**src/rtl/pipeline_stall_ctrl.sv**
```systemverilog
// Stall-bus producer: zero-latency priority arbitration of stage stall requests
// plus run-length, total-cycle and hang-watchdog bookkeeping.
module pipeline_stall_ctrl #(
   parameter int CNT_W   = 32,
   parameter int RUN_W   = 16,
   parameter int TIMEOUT = 1024
) (
   input  logic             clk,
   input  logic             rst,
   input  logic             stallreq_from_id,
   input  logic             stallreq_from_ex,
   input  logic             stallreq_from_mem,
   input  logic             clr_i,
   output logic [5:0]       stall,
   output logic [1:0]       stall_src_o,
   output logic [CNT_W-1:0] stall_cycles_o,
   output logic [RUN_W-1:0] cur_run_o,
   output logic [RUN_W-1:0] max_run_o,
   output logic             timeout_o
);

   typedef enum logic [1:0] {
      S_RUN,
      S_STALLED,
      S_HUNG
   } state_t;

   localparam logic [CNT_W-1:0] CNT_MAX = '1;
   localparam logic [RUN_W-1:0] RUN_MAX = '1;
   localparam logic [RUN_W-1:0] TMO     = RUN_W'(TIMEOUT);

   state_t           state_q;
   state_t           state_d;
   logic [1:0]       src;
   logic             any_req;
   logic [RUN_W-1:0] run_nxt;
   logic             run_hit;
   logic             fsm_hung;

   // Encodings keep the stopped prefix contiguous so one bubble forms
   always_comb begin
      stall = 6'b000000;
      src   = 2'd0;
      unique case (1'b1)
         stallreq_from_mem: begin
            stall = 6'b011111;
            src   = 2'd3;
         end
         stallreq_from_ex & ~stallreq_from_mem: begin
            stall = 6'b001111;
            src   = 2'd2;
         end
         stallreq_from_id & ~stallreq_from_ex
            & ~stallreq_from_mem: begin
            stall = 6'b000111;
            src   = 2'd1;
         end
         default: ;
      endcase
   end

   assign any_req = (src != 2'd0);

   always_comb begin
      run_nxt = '0;
      if (any_req) begin
         run_nxt = (cur_run_o == RUN_MAX) ? cur_run_o
                 : cur_run_o + RUN_W'(1);
      end
   end

   assign run_hit = (run_nxt == TMO);

   always_ff @(posedge clk or negedge rst) begin
      if (!rst) begin
         state_q <= S_RUN;
      end else begin
         state_q <= state_d;
      end
   end

   always_comb begin
      state_d = state_q;
      case (state_q)
         S_RUN: begin
            if (any_req) state_d = S_STALLED;
         end
         S_STALLED: begin
            if (!any_req) state_d = S_RUN;
            else if (run_hit && !clr_i) state_d = S_HUNG;
         end
         S_HUNG: begin
            if (clr_i) state_d = any_req ? S_STALLED : S_RUN;
         end
         default: state_d = S_RUN;
      endcase
   end

   always_comb begin
      fsm_hung = (state_q == S_HUNG);
   end

   always_ff @(posedge clk or negedge rst) begin
      if (!rst) begin
         stall_src_o    <= 2'd0;
         stall_cycles_o <= '0;
         cur_run_o      <= '0;
         max_run_o      <= '0;
         timeout_o      <= 1'b0;
      end else begin
         stall_src_o <= src;
         if (clr_i) begin
            stall_cycles_o <= '0;
            cur_run_o      <= '0;
            max_run_o      <= '0;
            timeout_o      <= 1'b0;
         end else begin
            if (any_req && stall_cycles_o != CNT_MAX) begin
               stall_cycles_o <= stall_cycles_o + CNT_W'(1);
            end
            cur_run_o <= run_nxt;
            if (run_nxt > max_run_o) max_run_o <= run_nxt;
            // A hung FSM always implies the flag; keep it asserted while hung
            timeout_o <= timeout_o | run_hit | fsm_hung;
         end
      end
   end

endmodule
```
**config.mk**
```make
export PLATFORM = sky130hd
export DESIGN_NAME = pipeline_stall_ctrl
export DESIGN_NICKNAME = d
export VERILOG_FILES = /design/src/rtl/pipeline_stall_ctrl.sv
export SDC_FILE = /design/constraint.sdc
export NUM_CORES = 1
export LEC_CHECK = 0
export CAP_MARGIN = 20
export CELL_PAD_IN_SITES_DETAIL_PLACEMENT = 2
export CELL_PAD_IN_SITES_GLOBAL_PLACEMENT = 2
export CORE_MARGIN = 2
export CORE_UTILIZATION = 31
export DETAILED_ROUTE_END_ITERATION = 16
export PLACE_DENSITY = 0.76
export SLEW_MARGIN = 20
export SYNTH_ARGS = -nofsm -noshare
export SYNTH_HDL_FRONTEND = slang
export SYNTH_SLANG_ARGS = --single-unit
```
**constraint.sdc**
```tcl
create_clock -name clk -period 4.6 [get_ports clk]
set_clock_uncertainty 0.15 [all_clocks]
set_input_delay 0.46 -clock clk [delete_from_list [all_inputs] [get_ports clk]]
set_output_delay 0.46 -clock clk [all_outputs]
set_load 0.05 [all_outputs]
```
==> results.json <==
{
  "status": "finished, final reports clean",
  "cts_resized": 0,
  "cts_buffers": 9,
  "ys_ff_latch": 69,
  "cp.required_ns": 4.69,
  "clkTransAtPathRegs_ns": 0.06,
  "netlist_instances": 434,
  "synthesis.nets": 457,
  "ys.flop_type": "dfrtp_1",
  "grt.total_usage_pct": 20.2,
  "drt_iter0_markers": 114,
  "synth_edf_count": 0,
  "start_kind": "register",
  "grt_max_degree": 40,
  "rsz0062_at_grt": "false",
  "viasPerCell": 5.25,
  "drcViolationCount": 0,
  "grt_pass1_vias": 3957,
  "cts-root-buf": "clkbuf_16",
  "maxSlewViolCount": 0,
  "ant_nets": 0,
  "clkLatencyLatePin_ns": 0.35,
  "ctsHoldBuffers": 0,
  "dr_wl_met2_um": 6410,
  "hold_viol_final": 0,
  "synth-seq-area-share_pct": 43.6,
  "routed-wl-met3_um": 504,
  "ys_top_cells_by_area": "dfrtp_1 44%, ha_1 5.4%, nor2_1 4.9%",
  "wirelength_um": 12900,
  "finalPower_mw": 1.66,
  "globalplace.congestion": 0.756,
  "cts_tree": "done",
  "tns_ns": 0,
  "grt_overflow": 0,
  "crit_path_top_delay_cell": "o22ai_2",
  "synth.avg_cell_area_um2": 9.12,
  "cp-end-kind": "register",
  "finalSetupViolCount": 0,
  "die_area_um2": 13700,
  "arrival_ns": 4.30,
  "drive_gt1_share_pct": 9.11,
  "antenna_found_initial": 0,
  "rr_endpoint": "max_run_o[9]$_DFFE_PN0P_",
  "p_per_area_nw_per_um2": 316,
  "synth_top_cell_by_area": "dfrtp_1",
  "core_area_um2": 12500,
  "die_x_um": 117,
  "setup.worst_path.start": "cur_run_o[9]$_DFF_PN0_",
  "cap_violations": 0,
  "synth.top_cell.area_share_pct": 43.6,
  "rrSetupSlack_ns": 0.39,
  "synthArstFlopShare_pct": 100,
  "dpl_cell_area_um2": 4920,
  "syn_area_um2": 3960,
  "ys_types": 58,
  "max-vdd-ir-drop_mv": 0.145,
  "synth-warning-count": 0,
  "fmax_mhz": 238,
  "wire_per_inst_um": 18.7,
  "hp-class": "input pin to asynchronous set/reset pin",
  "grt_pass1_wl_um": 21000,
  "row_count": 41,
  "hpwl_um": 9390,
  "fin_nets": 534,
  "start_util_pct": 31.6,
  "wl_met1_um": 5790,
  "power.leakage_nw": 2.24,
  "htree_levels": 3,
  "ios": 79,
  "antenna_cells": 0,
  "finalInstanceArea_um2": 5250,
  "die_height_um": 117,
  "cts.sinks": 69,
  "criticalPathCategory": "register to register",
  "post-cts-setup-buffer-count": 0,
  "cp_slowest_stage_delay_ns": 0.69,
  "drtPass1Iterations": 4,
  "r2r_start": "cur_run_o[9]$_DFF_PN0_",
  "period_share_pct": 91.5,
  "port-buffer-count": 77,
  "worst_pin_slew_ns": 0.875,
  "final_common_cell": "clkdlybuf4s50_1",
  "finalCriticalPeriod_ns": 4.21,
  "highest_layer": "met4",
  "cp_max_fo": 20,
  "via_count": 3610,
  "clockBufferDepth": 2,
  "reg2reg_depth": 15,
  "syn2layout_area_growth_pct": 32.7,
  "slew_headroom_pct": 41.6,
  "final_cell_mix": "75 x clkdlybuf4s50_1, 69 x dfrtp_1, 52 x nor2_1, 38 x nand2_1, 24 x inv_1",
  "path_cells": "and4_1 > nand4_1 > and3_1 > and3_1 > xnor2_1 > nor2_1 > ha_1 > nand2_1 > o211a_1 > o31ai_1 > a21oi_1 > o22ai_2 > buf_4 > nand2_1 > o31ai_1"
}
## report_power, final
| part | total (mW) | switching (mW) | internal, mW | leakage [nW] |
|---|---|---|---|---|
| Clock | 0.772 | 0.284 | 0.488 | 0.158 |
| Combinational | 0.256 | 0.184 | 0.0717 | 1.13 |
| Sequential | 0.631 | 0.0121 | 0.619 | 0.947 |
| Total | 1.66 | 0.480 | 1.18 | 2.24 |
## per-layer routing
metal | global-route usage [%] | vias to the layer above
met3 | 5.51 | 15
met5 | 0 | -
li1 | - | 1677
met2 | 34.3 | 78
met4 | 6.12 | 0
met1 | 25.2 | 1840
## state kept, by name, summed over array words and instances, names as in the netlist
name,flops
stall_cycles_o,32
timeout_o,1
state_q,2
max_run_o,16
stall_src_o,2
cur_run_o,16
## layout make-up
cell class / instances / area, um2
Sequential cell: 69 / 1730
Clock buffer: 10 / 239
Clock inverter: 6 / 86.3
Fill cell: 1424 / 7270
Inverter: 25 / 93.8
Multi-Input combinational cell: 317 / 2040
Tap cell: 172 / 215
Timing Repair Buffer: 89 / 851
## worst max path at each step
stage | to | slack, ns | cells after the start
floorplan | max_run_o[11]$_DFFE_PN0P_ | 0.66 | 15
global placement | max_run_o[8]$_DFFE_PN0P_ | 0.27 | 14
detailed placement | max_run_o[9]$_DFFE_PN0P_ | 0.03 | 13
CTS | max_run_o[9]$_DFFE_PN0P_ | 0.35 | 15
global route | max_run_o[9]$_DFFE_PN0P_ | 0.03 | 14
finish | max_run_o[9]$_DFFE_PN0P_ | 0.39 | 15
## stage by stage
step | setup slack [ns] | utilization [%] | hold WS (ns) | cells
2_1_floorplan | 0.655 | - | 0.0144 | 434
3_3_place_gp | 0.271 | 39.3 | 0.357 | 672
3_5_place_dp | 0.0252 | 39.3 | 0.396 | 672
4_1_cts | 0.346 | 41.9 | 0.0451 | 688
5_1_grt | 0.0303 | 41.9 | 0.0649 | 688
6_report | 0.393 | 41.9 | 0.0118 | 688
## logic make-up (layout without fill, tap and decap cells)
logic type / after synthesis / in the layout / synth area share, %
compound gates: 65 / 65 / 11.4
simple gates: 194 / 194 / 25.5
other cells: 1 / 1 / 0.0948
flops: 69 / 69 / 43.6
buf+inv: 48 / 130 / 5.03
xor+xnor: 35 / 35 / 7.75
fa+ha+maj: 18 / 18 / 5.63
mux: 4 / 4 / 1.04
## synthesized netlist by cell type, drive strengths merged, types with 2 or more instances
cell type / number
and2: 4
xnor2: 13
nand2: 38
inv: 25
nor4: 4
nand4: 22
o41ai: 2
and4: 6
nor3: 20
o31ai: 15
ha: 17
or2: 2
a21oi: 13
a21o: 5
nand3: 23
dfrtp: 69
a31o: 2
xor2: 22
a41oi: 2
or4: 2
or3: 8
and3: 8
nor2: 53
buf: 7
o21ai: 16
clkbuf: 16
mux2i: 3
## worst max-delay path, delay by kind of cell, from the launching register on
kind | cells | cell delay (ns)
compound gates | 5 | 1.39
simple gates | 7 | 1.15
flops | 1 | 0.50
buf+inv | 1 | 0.32
xor+xnor | 1 | 0.23
fa+ha+maj | 1 | 0.34
Note: power is estimated with default switching activity, not from simulation.
